## src/rtl/mem_stage_pkg.sv

```systemverilog
// mem_stage_pkg -- shared ISA and parameter definitions for the memory stage.
// Holds the default datapath width, the opcodes the stage decodes, the NOP
// word used for bubbles, and small opcode-classification helpers.
package mem_stage_pkg;

    localparam int WIDTH_DEF = 32;

    localparam logic [5:0] OP_ADD = 6'h00;
    localparam logic [5:0] OP_LD  = 6'h20;  // load byte, sign-extended
    localparam logic [5:0] OP_LH  = 6'h21;  // load half, sign-extended
    localparam logic [5:0] OP_LW  = 6'h23;
    localparam logic [5:0] OP_SB  = 6'h28;
    localparam logic [5:0] OP_SH  = 6'h29;
    localparam logic [5:0] OP_SW  = 6'h2B;

    localparam logic [31:0] NOP = 32'h0000_0000;

    function automatic logic is_load(input logic [5:0] op);
        return (op == OP_LW) || (op == OP_LH) || (op == OP_LD);
    endfunction

    function automatic logic is_store(input logic [5:0] op);
        return (op == OP_SW) || (op == OP_SH) || (op == OP_SB);
    endfunction

    function automatic logic is_aligned(input logic [5:0] op, input logic [1:0] lo);
        logic ok;
        case (op)
            OP_LW, OP_SW: ok = (lo == 2'b00);
            OP_LH, OP_SH: ok = !lo[0];
            default:      ok = 1'b1;
        endcase
        return ok;
    endfunction

endpackage

```

## src/rtl/mem_stage_if.sv

```systemverilog
// mem_stage_if -- data-memory bus between the memory stage and the memory.
// master: mem_req, mem_we, mem_addr, mem_wdata, mem_be out; mem_ack, mem_rdata in.
// slave : mirror image, driven by the memory.
interface mem_stage_if #(
    parameter int WIDTH = mem_stage_pkg::WIDTH_DEF
);
    logic             mem_req;
    logic             mem_we;
    logic [WIDTH-1:0] mem_addr;
    logic [WIDTH-1:0] mem_wdata;
    logic [3:0]       mem_be;
    logic             mem_ack;
    logic [WIDTH-1:0] mem_rdata;

    modport master (
        output mem_req, mem_we, mem_addr, mem_wdata, mem_be,
        input  mem_ack, mem_rdata
    );

    modport slave (
        input  mem_req, mem_we, mem_addr, mem_wdata, mem_be,
        output mem_ack, mem_rdata
    );
endinterface

```

## src/rtl/mem_align.sv

```systemverilog
// mem_align -- combinational byte-lane logic for the memory stage.
// Inputs : op (opcode), addr_lo (effective address bits [1:0]),
//          st_data (store data), rdata (memory read data).
// Outputs: be/we/wdata (store lane steering; loads give be=1111, we=0),
//          ld_data (load data extracted and sign-extended).
module mem_align
    import mem_stage_pkg::*;
#(
    parameter int WIDTH = WIDTH_DEF
) (
    input  logic [5:0]       op,
    input  logic [1:0]       addr_lo,
    input  logic [WIDTH-1:0] st_data,
    input  logic [WIDTH-1:0] rdata,
    output logic [3:0]       be,
    output logic             we,
    output logic [WIDTH-1:0] wdata,
    output logic [WIDTH-1:0] ld_data
);
    logic [15:0] half_sel;
    logic [7:0]  byte_sel;

    always_comb begin
        half_sel = addr_lo[1] ? rdata[31:16] : rdata[15:0];
        case (addr_lo)
            2'd0:    byte_sel = rdata[7:0];
            2'd1:    byte_sel = rdata[15:8];
            2'd2:    byte_sel = rdata[23:16];
            default: byte_sel = rdata[31:24];
        endcase

        be      = 4'b1111;
        we      = 1'b0;
        wdata   = st_data;
        ld_data = rdata;

        case (op)
            OP_LH: ld_data = {{(WIDTH-16){half_sel[15]}}, half_sel};
            OP_LD: ld_data = {{(WIDTH-8){byte_sel[7]}}, byte_sel};
            OP_SW: we = 1'b1;
            OP_SH: begin
                we    = 1'b1;
                be    = addr_lo[1] ? 4'b1100 : 4'b0011;
                // Replicate so the half lands on whichever lane is enabled.
                wdata = WIDTH'({2{st_data[15:0]}});
            end
            OP_SB: begin
                we    = 1'b1;
                be    = 4'b0001 << addr_lo;
                wdata = WIDTH'({4{st_data[7:0]}});
            end
            default: ;
        endcase
    end
endmodule

```

## src/rtl/mem_stage.sv

```systemverilog
// mem_stage -- pipeline memory stage with a two-state access FSM.
// Ports: clk, rst (sync, active-high); upstream valid_in/IR_in/PC_in/Z_in/B_in
// and combinational stall back-pressure; registered write-back outputs
// valid_out/IR_out/PC_out/Z_out; single-cycle misalign and bus_err pulses;
// mem (mem_stage_if.master) carries the registered data-memory request.
// Non-memory ops pass through in one cycle; memory ops take >= 2 cycles and
// emit bubbles while the access is outstanding.
module mem_stage
    import mem_stage_pkg::*;
#(
    parameter int WIDTH   = WIDTH_DEF,
    parameter int TIMEOUT = 255
) (
    input  logic             clk,
    input  logic             rst,
    input  logic             valid_in,
    input  logic [WIDTH-1:0] IR_in,
    input  logic [WIDTH-3:0] PC_in,
    input  logic [WIDTH-1:0] Z_in,
    input  logic [WIDTH-1:0] B_in,
    output logic             stall,
    output logic [WIDTH-1:0] IR_out,
    output logic [WIDTH-3:0] PC_out,
    output logic [WIDTH-1:0] Z_out,
    output logic             valid_out,
    output logic             misalign,
    output logic             bus_err,
    mem_stage_if.master      mem
);
    localparam int              CNT_W    = $clog2(TIMEOUT + 1);
    localparam logic [CNT_W-1:0] CNT_LAST = CNT_W'(TIMEOUT - 1);

    typedef enum logic {IDLE = 1'b0, ACCESS = 1'b1} state_e;

    state_e           state, state_nx;
    logic [CNT_W-1:0] cnt;

    // Instruction held for the duration of an access.
    logic [WIDTH-1:0] ir_p0;
    logic [WIDTH-3:0] pc_p0;
    logic [WIDTH-1:0] z_p0;

    logic [5:0] op_in, op_sel;
    logic [1:0] lo_sel;
    logic       issue, misal_ev, pass, done, tmo;

    logic [3:0]       al_be;
    logic             al_we;
    logic [WIDTH-1:0] al_wdata, al_ld;

    assign op_in = IR_in[31:26];
    // In IDLE the aligner steers the incoming store; in ACCESS it extracts
    // load data for the held instruction.
    assign op_sel = (state == ACCESS) ? ir_p0[31:26] : op_in;
    assign lo_sel = (state == ACCESS) ? z_p0[1:0] : Z_in[1:0];

    mem_align #(.WIDTH(WIDTH)) u_align (
        .op      (op_sel),
        .addr_lo (lo_sel),
        .st_data (B_in),
        .rdata   (mem.mem_rdata),
        .be      (al_be),
        .we      (al_we),
        .wdata   (al_wdata),
        .ld_data (al_ld)
    );

    always_ff @(posedge clk) begin
        if (rst) state <= IDLE;
        else     state <= state_nx;
    end

    always_comb begin
        state_nx = state;
        case (state)
            IDLE:    if (issue) state_nx = ACCESS;
            ACCESS:  if (done || tmo) state_nx = IDLE;
            default: state_nx = IDLE;
        endcase
    end

    always_comb begin
        issue    = (state == IDLE) && valid_in && (is_load(op_in) || is_store(op_in))
                   && is_aligned(op_in, Z_in[1:0]);
        misal_ev = (state == IDLE) && valid_in && (is_load(op_in) || is_store(op_in))
                   && !is_aligned(op_in, Z_in[1:0]);
        pass     = (state == IDLE) && valid_in && !(is_load(op_in) || is_store(op_in));
        done     = (state == ACCESS) && mem.mem_ack;
        tmo      = (state == ACCESS) && !mem.mem_ack && (cnt == CNT_LAST);
        stall    = issue || ((state == ACCESS) && !mem.mem_ack);
    end

    // ---- stage boundary: control and write-back registers ----
    always_ff @(posedge clk) begin
        if (rst) begin
            valid_out    <= 1'b0;
            IR_out       <= WIDTH'(NOP);
            PC_out       <= '0;
            Z_out        <= '0;
            mem.mem_req  <= 1'b0;
            mem.mem_we   <= 1'b0;
            mem.mem_be   <= '0;
            misalign     <= 1'b0;
            bus_err      <= 1'b0;
            cnt          <= '0;
        end else begin
            misalign <= misal_ev;
            bus_err  <= tmo;

            if (pass) begin
                valid_out <= 1'b1;
                IR_out    <= IR_in;
                PC_out    <= PC_in;
                Z_out     <= Z_in;
            end else if (done) begin
                valid_out <= 1'b1;
                IR_out    <= ir_p0;
                PC_out    <= pc_p0;
                Z_out     <= is_load(ir_p0[31:26]) ? al_ld : z_p0;
            end else begin
                valid_out <= 1'b0;
                IR_out    <= WIDTH'(NOP);
                Z_out     <= '0;
            end

            if (issue) begin
                mem.mem_req <= 1'b1;
                mem.mem_we  <= al_we;
                mem.mem_be  <= al_be;
                cnt         <= '0;
            end else if (done || tmo) begin
                mem.mem_req <= 1'b0;
                mem.mem_we  <= 1'b0;
                mem.mem_be  <= '0;
            end else if (state == ACCESS) begin
                cnt <= cnt + 1'b1;
            end
        end
    end

    // ---- stage boundary: access datapath registers ----
    always_ff @(posedge clk) begin
        if (issue) begin
            ir_p0         <= IR_in;
            pc_p0         <= PC_in;
            z_p0          <= Z_in;
            mem.mem_addr  <= {Z_in[WIDTH-1:2], 2'b00};
            mem.mem_wdata <= al_wdata;
        end
    end
endmodule

```

## src/flat_wrapper.sv

```systemverilog
// flat-port wrapper written by rule: the top's interface ports become plain ports
module mem_stage_flat import mem_stage_pkg::*;
#(
    parameter int WIDTH   = WIDTH_DEF,
    parameter int TIMEOUT = 255
)
  (clk, rst, valid_in, IR_in, PC_in, Z_in, B_in, stall, IR_out, PC_out, Z_out, valid_out, misalign, bus_err, mem_mem_req, mem_mem_we, mem_mem_addr, mem_mem_wdata, mem_mem_be, mem_mem_ack, mem_mem_rdata);
  mem_stage_if #(.WIDTH(WIDTH)) mem_i ();
  input  logic clk;
  input  logic rst;
  input  logic valid_in;
  input  logic [WIDTH-1:0] IR_in;
  input  logic [WIDTH-3:0] PC_in;
  input  logic [WIDTH-1:0] Z_in;
  input  logic [WIDTH-1:0] B_in;
  output logic stall;
  output logic [WIDTH-1:0] IR_out;
  output logic [WIDTH-3:0] PC_out;
  output logic [WIDTH-1:0] Z_out;
  output logic valid_out;
  output logic misalign;
  output logic bus_err;
  output wire logic [$bits(mem_i.mem_req)-1:0] mem_mem_req;
  output wire logic [$bits(mem_i.mem_we)-1:0] mem_mem_we;
  output wire logic [$bits(mem_i.mem_addr)-1:0] mem_mem_addr;
  output wire logic [$bits(mem_i.mem_wdata)-1:0] mem_mem_wdata;
  output wire logic [$bits(mem_i.mem_be)-1:0] mem_mem_be;
  input wire logic [$bits(mem_i.mem_ack)-1:0] mem_mem_ack;
  input wire logic [$bits(mem_i.mem_rdata)-1:0] mem_mem_rdata;
  assign mem_mem_req = mem_i.mem_req;
  assign mem_mem_we = mem_i.mem_we;
  assign mem_mem_addr = mem_i.mem_addr;
  assign mem_mem_wdata = mem_i.mem_wdata;
  assign mem_mem_be = mem_i.mem_be;
  assign mem_i.mem_ack = mem_mem_ack;
  assign mem_i.mem_rdata = mem_mem_rdata;
  mem_stage #(.WIDTH(WIDTH), .TIMEOUT(TIMEOUT)) u_core (.clk(clk), .rst(rst), .valid_in(valid_in), .IR_in(IR_in), .PC_in(PC_in), .Z_in(Z_in), .B_in(B_in), .stall(stall), .IR_out(IR_out), .PC_out(PC_out), .Z_out(Z_out), .valid_out(valid_out), .misalign(misalign), .bus_err(bus_err), .mem(mem_i));
endmodule
```

## config.mk

```make
export PLATFORM = sky130hd
export DESIGN_NAME = mem_stage_flat
export DESIGN_NICKNAME = d
export VERILOG_FILES = /design/src/rtl/mem_stage_pkg.sv /design/src/rtl/mem_stage_if.sv /design/src/rtl/mem_align.sv /design/src/rtl/mem_stage.sv /design/src/flat_wrapper.sv
export SDC_FILE = /design/constraint.sdc
export NUM_CORES = 1
export LEC_CHECK = 0
export ABC_CLOCK_PERIOD_IN_PS = 4300
export BUFFER_PORTS_ARGS = -buffer_cell sky130_fd_sc_hd__clkbuf_2
export CORE_MARGIN = 5
export CORE_UTILIZATION = 45
export CTS_CLUSTER_SIZE = 40
export DETAILED_ROUTE_END_ITERATION = 7
export PLACE_DENSITY = 0.85
export SYNTH_ARGS = -nofsm -noshare
export SYNTH_HDL_FRONTEND = slang
export SYNTH_SLANG_ARGS = --single-unit
```

## constraint.sdc

```tcl
create_clock -name clk -period 4.3 [get_ports clk]
set_input_delay 0.645 -clock clk [delete_from_list [all_inputs] [get_ports clk]]
set_output_delay 0.645 -clock clk [all_outputs]
set_load 0.02 [all_outputs]
```

==> results of run 1 <==
registers in the layout (all words and copies together), names as in the netlist:
name and flops:
u_core.IR_out 32, u_core.Z_out 32, u_core.ir_p0 32, u_core.mem.mem_wdata 32
u_core.z_p0 31, u_core.PC_out 30, u_core.pc_p0 30, u_core.cnt 8
u_core.mem.mem_be 4, u_core.bus_err 1, u_core.mem.mem_addr 1, u_core.mem.mem_req 1
u_core.mem.mem_we 1, u_core.misalign 1, u_core.state 1, u_core.valid_out 1
worst paths after layout:
path	from	end	slack, ns	cells after the start
max	u_core.state	stall	1.45	4
min	IR_in[6]	u_core.ir_p0[6]	0.33	1
max reg2reg	u_core.state	u_core.pc_p0[11]	1.62	4
min reg2reg	u_core.PC_out[28]	u_core.PC_out[28]	0.46	2
synthesized netlist by cell type, types with 2 or more instances:
library cell	instances	area (µm²)
nand2_1	74	278
o21ai_0	16	80.1
and3_1	2	12.5
nand3b_1	2	15.0
nand4_1	3	18.8
nor2_1	88	330
and2_1	2	12.5
a311oi_1	2	17.5
nor2_2	2	12.5
a221oi_1	7	61.3
nand3_1	5	25.0
a22oi_1	67	503
or3_1	2	12.5
a32oi_1	9	78.8
a211oi_1	3	22.5
nor3b_1	2	15.0
nor3_1	17	85.1
edfxtp_1	126	3780
nor2b_1	4	25.0
mux2i_1	19	190
a21oi_1	47	235
buf_4	32	240
a222oi_1	7	70.1
dfxtp_1	112	2240
buf_2	11	55.1
and4_1	2	17.5
or3b_1	2	17.5
mux2_2	4	45.0
inv_1	4	15.0
xor2_1	5	43.8
mux2_1	21	236
o22ai_1	2	12.5
o2bb2ai_1	2	17.5
clkbuf_1	36	135
a22o_1	17	149
buf_6	2	22.5
nand2b_1	9	56.3
ha_1	2	25.0
o211ai_1	8	60.1
power groups by stage:
stage | clock [W] | combinational, W | sequential (W)
floorplan | 0 | 0.000182 | 0.00260
global placement | 0 | 0.000441 | 0.00254
detailed placement | 0 | 0.000451 | 0.00254
CTS | 0.00245 | 0.000454 | 0.00249
global route | 0.00254 | 0.000490 | 0.00250
finish | 0.00240 | 0.000452 | 0.00249
per-layer routing:
metal,vias up,global-route usage (%)
met4,2,6.17
met1,3596,27.3
met5,-,0
li1,3511,-
met2,431,36.5
met3,55,5.65
cell usage in the layout, fill, tap and decap left out, types with 4 or more instances in the layout:
cell / Yosys / final
a32oi_1: 9 / 9
mux2i_1: 19 / 17
clkbuf_2: 0 / 326
nand2_1: 74 / 74
nor2b_1: 4 / 4
nor3_1: 17 / 17
a22oi_1: 67 / 67
xor2_1: 5 / 5
o21ai_0: 16 / 16
a222oi_1: 7 / 7
a221oi_1: 7 / 7
mux2_1: 21 / 21
a22o_1: 17 / 17
nor2_1: 88 / 87
mux2_2: 4 / 4
clkbuf_16: 0 / 26
buf_4: 32 / 13
o211ai_1: 8 / 8
edfxtp_1: 126 / 126
nand3_1: 5 / 5
bufinv_16: 0 / 6
dfxtp_1: 112 / 112
a21oi_1: 47 / 46
nand2b_1: 9 / 9
kinds of logic after synthesis:
kind of cell | Yosys count | synth area share [%]
other cells | 1 | 0.0394
xor+xnor | 6 | 0.553
flops | 238 | 63.4
simple gates | 221 | 10.4
fa+ha+maj | 2 | 0.263
mux | 44 | 4.96
compound gates | 199 | 15.4
buf+inv | 86 | 4.96
final cells by class:
type                       instances  area, µm²
sequential                       238       6030
inverter                           4       20.0
clock buffer                      32        703
multi-input combinational        474       3060
timing repair buffer             341       1750
clock inverter                    13        230
fill                            1749       8750
tap                              275        344
metrics by stage:
step           setup slack [ns]  instances
3_3_place_gp               1.33       1332
5_1_grt                    1.32       1377
6_report                   1.45       1377
4_1_cts                    1.43       1377
3_5_place_dp               1.23       1332
2_1_floorplan            0.0910        798
==> out/metrics.cfg, run 1 <==
[route]
met1_length_um = 10500
antenna_left = 0
vias = 7595
met2WireLength_um = 13300
top_layer_used = met5
post_drt_wl_per_cell_um = 19.9
via_per_inst = 5.52
drtIter0Drc = 504
routed_wl_um = 27400
met3_wirelength_um = 2790
dr.pass1.iters = 7
drc_errors = 0

[clocking]
post-cts-setup-buffer-count = 0
hold_buffers = 0
h-tree-depth = 1
root_buffer = clkbuf_16
cts_tree = yes
numCtsBuffers = 25
numClockSinks = 238
cts_resized = 0
clk_pin_slew_ns = 0.06
cts_buffer_depth = 3
worstSkewPairLatency_ns = 0.50

[floorplanning]
die-width_um = 155
ios = 330
die_area_mm2 = 0.0241
fp.dieH_um = 155
core_mm2 = 0.0209
start_util_pct = 45.5
rows = 53

[yosys]
syn_area_per_cell_um2 = 11.9
synth_area_mm2 = 0.00951
synth_ff_type = edfxtp_1
yosys_warnings = 0
async_flop_share_pct = 0
synth-edff-count = 126
syn_inst = 797
ys_ff_latch = 238
ys_types = 59
ys_seq_area_share_pct = 63.4

[global_routing]
grt_antenna_before_repair = 1
grt_max_degree = 78
grt_overflow = 0
grtUsageTotal_pct = 21.5
grt_pass1_vias = 7731
grt_pass1_wl_um = 42000

[setup_path]
cp_num_buf_inv = 1
crit_family = flip-flops
cp-end-kind = output pin
crit_chain = nor2b_1 -> o2111ai_1 -> nand2_1 -> clkbuf_2
cp.arrival_ns = 2.20
cp.required_ns = 3.65
critPathKind = register to output pin
crit_fanout = 20
slowest_stage = dfxtp_1
cp-start-kind = register
max_stage_delay_ns = 0.84

[power]
p_leak_nw = 5.03
p_switching_w = 0.00119
power.share.switching_pct = 22.3
p_int_w = 0.00415
powerDensity_mw_per_mm2 = 440
p_clk_share_pct = 44.9
peakVddDrop_mv = 0.347
power_frac_comb_pct = 8.5
seqPwrFrac_pct = 46.7
finalPower_w = 0.00534

[placed_design]
place_area_mm2 = 0.0112
globalplace.congestion = 0.857
port_buffers = 327
hpwl_um = 19300

[timing]
drv_slew = 0
final.setup.tns_ns = 0
final_hold_viol_count = 0
setup_viol = 0
finalHoldWorstSlack_ns = 0.332
rsz0062_at_grt = false
relSlewSlack_pct = 34.2
fmax_mhz = 351
worst_slew_pin_slew_ns = 0.987
finalWorstPathRequiredPeriod_ns = 2.85
fin_crit_sh_pct = 66.2
fin_worst_skew_ns = 0.00950

[min_path]
hp-class = input pin to register

[finish]
final_area_mm2 = 0.0121
final_core_util_pct = 58.1
layout.nets = 1248
drive_gt1_share_pct = 36.8
area_growth_pct = 27.7
antenna_cells = 0

[status]
status = finished clean

[flow_run]
cap_violations = 0

No activity file was read; power rests on OpenSTA's default activity.
==> inputs of run 2 (changes only) <==
--- a/config.mk
+++ b/config.mk
@@ -5,7 +5,7 @@
 export SDC_FILE = /design/constraint.sdc
 export NUM_CORES = 1
 export LEC_CHECK = 0
-export ABC_CLOCK_PERIOD_IN_PS = 4300
+export ABC_CLOCK_PERIOD_IN_PS = 2300
 export BUFFER_PORTS_ARGS = -buffer_cell sky130_fd_sc_hd__clkbuf_2
 export CORE_MARGIN = 5
 export CORE_UTILIZATION = 45
==> constraint.sdc (replaced) <==
create_clock -name clk -period 2.3 [get_ports clk]
set_input_delay 0.345 -clock clk [delete_from_list [all_inputs] [get_ports clk]]
set_output_delay 0.345 -clock clk [all_outputs]
set_load 0.02 [all_outputs]
==> run 2 against run 1 <==
Against the previous run:
- routed wire length rose by 5.7%
- core utilization increased by 2.0 points
- final area grew 3.5%
- combinational power increased by 110%
==> out/metrics.cfg, run 2 (synthesis gave the netlist of run 1 again) <==
[flow_run]
cap_violations = 0  ; unchanged

[floorplanning]
die_area_mm2 = 0.0241  ; unchanged
die-width_um = 155  ; unchanged
rows = 53  ; unchanged
core_mm2 = 0.0209  ; unchanged
start_util_pct = 45.5  ; unchanged
ios = 330  ; unchanged
fp.dieH_um = 155  ; unchanged

[timing]
final_hold_viol_count = 0  ; unchanged
finalWorstSetupSlack_ns = 0.101  ; -1.35 ns
setup_viol = 0  ; unchanged
worst_slew_pin_slew_ns = 1.11  ; +0.125 ns
finalWorstPathRequiredPeriod_ns = 2.20
relSlewSlack_pct = 25.4  ; -8.7 points
rsz0062_at_grt = false
fin_crit_sh_pct = 95.6
fin_worst_skew_ns = 0.0116  ; +0.00212 ns
fmax_mhz = 455
drv_slew = 0  ; unchanged

[clocking]
cts_buffer_depth = 3  ; unchanged
h-tree-depth = 1  ; unchanged
numClockSinks = 238  ; unchanged
clk_pin_slew_ns = 0.07  ; about the same
cts_tree = yes
root_buffer = clkbuf_16
worstSkewPairLatency_ns = 0.51  ; about the same
numCtsBuffers = 25  ; unchanged

[power]
peakVddDrop_mv = 0.548  ; +58%
p_leak_nw = 5.23  ; +4.1%
powerDensity_mw_per_mm2 = 756  ; +72%

[setup_path]
max_stage_delay_ns = 0.41  ; -0.43 ns
crit_fanout = 9  ; -55%
cp_num_buf_inv = 2  ; +1
crit_family = flip-flops
crit_chain = nor2b_1 -> o2111ai_4 -> buf_4 -> nand2_1 -> clkbuf_2
r2r_slack_ns = 0.12  ; -1.50 ns
critPathKind = register to output pin
cp.required_ns = 1.96  ; -1.69 ns
cp.arrival_ns = 1.85  ; -0.35 ns
cp-end-kind = output pin
cp-start-kind = register
slowest_stage = dfxtp_1

[global_routing]
top_usage_layer = met2
grt_overflow = 0  ; unchanged
grt_pass1_vias = 7860  ; +1.7%
grt_max_degree = 51  ; -35%
grtUsageMet3_pct = 5.59  ; -0.056 points
grt_use_met1_pct = 27.9  ; +0.56 points
grtUsageTotal_pct = 22.4  ; +0.87 points
grt_util_met2_pct = 38.1  ; +1.6 points
grt_pass1_wl_um = 43200  ; +2.9%
grt_antenna_before_repair = 0  ; -1

[min_path]
hp-class = input pin to register

[placed_design]
globalplace.congestion = 0.868  ; +1.2%
dp_slack_ns = -0.0553  ; -1.29 ns
place_area_mm2 = 0.0116  ; +3.8%
hpwl_um = 21300  ; +11%
port_buffers = 327  ; unchanged

[finish]
layout_common_cells = 327 x clkbuf_2, 126 x edfxtp_1, 112 x dfxtp_1
drive_gt1_share_pct = 38.9  ; +2.0 points
area_growth_pct = 32.2
n_fill_cell = 1679  ; -4.0%
layout.nets = 1298  ; +4.0%
final_area_mm2 = 0.0126  ; +3.5%
antenna_cells = 0  ; unchanged
final_core_util_pct = 60.2  ; +2.0 points
final_common_cell = clkbuf_2

[route]
drc_errors = 0  ; unchanged
via_per_inst = 5.53  ; +0.32%
drtIter0Drc = 704  ; +40%
routed_wl_um = 29000  ; +5.7%
vias = 7896  ; +4.0%
antenna_left = 0  ; unchanged
post_drt_wl_per_cell_um = 20.3  ; +2.0%
dr.pass1.iters = 7  ; unchanged

[status]
status = finished clean

[run 2: changes by cell type in the layout (fill, tap and decap cells not counted), moves of 2 or more]
cell	previous run	this run
dlygate4sd3_1	0	8
clkinv_2	1	3
clkinv_1	1	3
buf_12	1	10
bufinv_16	6	2
clkinvlp_4	2	4
buf_4	13	45
[run 2: per-stage QoR]
stage / power, W / TNS, ns / instances / hold slack [ns]
4_1_cts: 0.00957 / 0 / 1424 / 0.0000858
2_1_floorplan: 0.00520 / -93.96 / 798 / 0.444
5_1_grt: 0.00984 / 0 / 1427 / 0.00167
3_5_place_dp: 0.00565 / -0.230 / 1371 / 0.448
3_3_place_gp: 0.00563 / -0.0280 / 1371 / 0.444
6_report: 0.00951 / 0 / 1427 / 0.0208
[run 2: worst paths after layout]
path,from,end,depth (start not counted)
setup / recovery,u_core.state,stall,5
hold / removal,PC_in[8],u_core.pc_p0[8],1
setup reg to reg,u_core.ir_p0[30],u_core.Z_out[9],6
hold reg to reg,u_core.PC_out[18],u_core.PC_out[18],2
[run 2: timing repair]
| item | 4_1_cts | 5_1_grt |
|---|---|---|
| endpoints found under the setup margin | 0 | 31 |
| gates resized for setup | 0 | 2 |
| setup buffers | 0 | 2 |
| hold buffers | 8 | 0 |
| hold endpoints to repair | 8 | 0 |
[run 2: where the power goes]
part,internal [W],switching [W],total (W)
clock,0.00229,0.00163,0.00392
combinational,0.000366,0.000563,0.000928
sequential,0.00461,0.0000551,0.00466
total,0.00726,0.00224,0.00951
[run 2: worst reg2reg max path, cell delays in order, from the launching register on]
cell	delay, ns
edfxtp_1	0.41
or4b_4	0.61
o32a_4	0.26
buf_4	0.20
nor2_2	0.25
a222oi_1	0.15
a22oi_1	0.24
[run 2: layout make-up]
class	count	area, µm²	share of cell area, %
sequential	238	6030	47.9
multi-input combinational	475	3120	24.8
timing repair buffer	390	2250	17.9
clock buffer	31	668	5.32
tap	275	344	2.74
clock inverter	14	135	1.08
inverter	4	18.8	0.149
[run 2: metal layers]
metal | vias to the layer above | share of wire [%] | wire (µm)
met2 | 450 | 48 | 14000
met4 | 0 | 3.6 | 1030
met3 | 71 | 10 | 3020
met5 | - | 0 | 0
li1 | 3621 | - | -
met1 | 3754 | 38 | 11000
==> inputs of run 3 (changes only) <==
--- a/config.mk
+++ b/config.mk
@@ -5,7 +5,6 @@
 export SDC_FILE = /design/constraint.sdc
 export NUM_CORES = 1
 export LEC_CHECK = 0
-export ABC_CLOCK_PERIOD_IN_PS = 2300
 export BUFFER_PORTS_ARGS = -buffer_cell sky130_fd_sc_hd__clkbuf_2
 export CORE_MARGIN = 5
 export CORE_UTILIZATION = 45
==> constraint.sdc (replaced) <==
create_clock -name clk -period 2.3 [get_ports clk]
set_input_delay 0.115 -clock clk [delete_from_list [all_inputs] [get_ports clk]]
set_output_delay 0.115 -clock clk [all_outputs]
set_load 0.02 [all_outputs]
==> run 3 against run 2 <==
Against the previous run:
- combinational power grew 19%
- sequential power is essentially flat
- cell count grew 7.8%
- clock power shrank 2%
- critical path type is now input pin to register
- final area grew 8.4%
- critical endpoint is now u_core.Z_out[13]
- critical path depth grew 2
- fmax shrank 1.4%
- register-to-register slack lost 0.04 ns
- highest routed layer unchanged
==> out/metrics.cfg, run 3 (synthesis gave the netlist of run 1 again) <==
[setup_path]
cp.arrival_ns = 2.67  ; +0.82 ns
r2r_slack_ns = 0.08  ; -0.04 ns
crit_chain = dlygate4sd3_1 -> clkbuf_2 -> or4b_4 -> o32a_4 -> nor2_2 -> a222oi_1 -> a22oi_1
cp.required_ns = 2.74  ; +0.78 ns
critPathKind = input pin to register
cp-end-kind = register
rr_startpoint = u_core.ir_p0[30]
cp-start-kind = input pin
slowest_stage = or4b_4
max_stage_delay_ns = 0.58  ; +0.17 ns
reg2regPathDepth = 5  ; -1
worstReg2RegEnd = u_core.Z_out[13]
crit_fanout = 11  ; +2

[power]
power_frac_comb_pct = 11.5  ; +1.7 points
seqPwrFrac_pct = 48.5  ; -0.5 points
p_leak_nw = 5.65  ; +8.0%
powerDensity_mw_per_mm2 = 706  ; -6.7%
p_switching_w = 0.00233  ; +3.6%
p_clk_share_pct = 40.0  ; -1.2 points
finalPower_w = 0.00962  ; +1.2%
p_int_w = 0.00729  ; +0.39%
peakVddDrop_mv = 0.505  ; -7.9%
power.share.switching_pct = 24.2  ; +0.58 points

[timing]
final_hold_viol_count = 0  ; unchanged
setup_viol = 0  ; unchanged
finalWorstSetupSlack_ns = 0.0705  ; -0.0302 ns
worst_slew_pin_slew_ns = 0.722  ; -0.390 ns
final.setup.tns_ns = 0  ; unchanged
fmax_mhz = 449  ; -1.4%
finalWorstPathRequiredPeriod_ns = 2.23  ; +0.0302 ns
fin_crit_sh_pct = 96.9  ; +1.3 points
finalHoldWorstSlack_ns = 0.0102  ; -0.0106 ns
relSlewSlack_pct = 51.9  ; +26 points
rsz0062_at_grt = false
fin_worst_skew_ns = 0.0149  ; +0.00328 ns
drv_slew = 0  ; unchanged

[clocking]
cts_tree = yes
clk_pin_slew_ns = 0.06  ; about the same
cts_resized = 0  ; unchanged
root_buffer = clkbuf_16
numClockSinks = 238  ; unchanged
post-cts-setup-buffer-count = 0  ; unchanged
worstSkewPairLatency_ns = 0.53  ; +0.02 ns
numCtsBuffers = 25  ; unchanged
h-tree-depth = 1  ; unchanged
cts_buffer_depth = 3  ; unchanged

[global_routing]
grt_pass1_wl_um = 49100  ; +14%
grt_antenna_before_repair = 2  ; +2
grt_pass1_vias = 8953  ; +14%
grtUsageTotal_pct = 25.4  ; +3.0 points
grt_max_degree = 72  ; +41%
grt_overflow = 0  ; unchanged

[route]
vias = 8505  ; +7.7%
drc_errors = 0  ; unchanged
post_drt_wl_per_cell_um = 21.0  ; +3.4%
dr.pass1.iters = 6  ; -1
routed_wl_um = 32300  ; +11%
drtIter0Drc = 715  ; +1.6%
via_per_inst = 5.53  ; -0.13%
antenna_left = 0  ; unchanged

[placed_design]
port_buffers = 327  ; unchanged
place_area_mm2 = 0.0114  ; -2.1%
hpwl_um = 20300  ; -4.7%
dp_slack_ns = 0.133  ; +0.188 ns
globalplace.congestion = 0.890  ; +2.5%

[floorplanning]
die_area_mm2 = 0.0241  ; unchanged
die-width_um = 155  ; unchanged
start_util_pct = 45.5  ; unchanged
fp.dieH_um = 155  ; unchanged
ios = 330  ; unchanged
rows = 53  ; unchanged
core_mm2 = 0.0209  ; unchanged

[finish]
final_area_mm2 = 0.0136  ; +8.4%
layout.nets = 1408  ; +8.5%
n_fill_cell = 1487  ; -11%
area_growth_pct = 43.3
layout_common_cells = 327 x clkbuf_2, 146 x dlygate4sd3_1, 126 x edfxtp_1
drive_gt1_share_pct = 33.0  ; -5.8 points
final_common_cell = clkbuf_2

[flow_run]
cap_violations = 0  ; unchanged

[min_path]
hold_path_end = u_core.Z_out[25]
hp-class = input pin to register
hold_path_depth = 4  ; +3
min_from = mem_mem_rdata[25]

[status]
status = finished clean

-- run 3: power groups by stage --
stage / registers [W] / clock network (W) / logic, W
2_1_floorplan: 0.00486 / 0 / 0.000344
3_3_place_gp: 0.00475 / 0 / 0.000848
3_5_place_dp: 0.00475 / 0 / 0.000869
4_1_cts: 0.00466 / 0.00388 / 0.00108
5_1_grt: 0.00467 / 0.00410 / 0.00117
6_report: 0.00466 / 0.00385 / 0.00110
-- run 3: metrics by stage --
stage,std cells,util (%)
finish,1539,65.2
global route,1539,65.2
CTS,1537,65.2
detailed placement,1346,54.5
global placement,1346,54.5
floorplan,798,-
-- run 3: how the worst max path moves through the flow --
stage | from | to | slack (ns) | cells after the start
3_5_place_dp | u_core.ir_p0[30] | u_core.Z_out[22] | 0.13 | 6
3_3_place_gp | u_core.ir_p0[30] | u_core.Z_out[30] | 0.15 | 6
5_1_grt | u_core.ir_p0[30] | u_core.Z_out[21] | 0.01 | 6
4_1_cts | u_core.ir_p0[30] | u_core.Z_out[18] | 0.11 | 6
2_1_floorplan | u_core.state | u_core.ir_p0[0] | -0.68 | 4
6_report | IR_in[27] | u_core.Z_out[13] | 0.07 | 7
-- run 3: area by class of cell --
| class | count | area [µm²] | area share (%) |
|---|---|---|---|
| sequential | 238 | 6030 | 44.2 |
| timing repair buffer | 501 | 3370 | 24.7 |
| multi-input combinational | 474 | 3090 | 22.7 |
| clock buffer | 36 | 687 | 5.04 |
| tap | 275 | 344 | 2.53 |
| clock inverter | 9 | 86.3 | 0.634 |
| inverter | 4 | 18.8 | 0.138 |
| antenna | 2 | 5.00 | 0.0367 |
-- run 3: worst max-delay path, delay by kind of cell --
family | cells | cell delay, ns
AND/OR/NAND/NOR | 2 | 0.93
AO/OA/AOI/OAI | 3 | 0.87
buffers and inverters | 2 | 0.75
-- run 3: repair_timing --
action,CTS,global route
hold buffers,146,0
endpoints found under the hold margin,220,0
endpoints found under the setup margin,0,0
-- run 3: per-layer routing --
| metal | GRT usage [%] | routed length, µm |
|---|---|---|
| met5 | 0 | 0 |
| met4 | 10.9 | 1430 |
| met3 | 5.81 | 3030 |
| met2 | 43.9 | 15900 |
| met1 | 30.4 | 11900 |
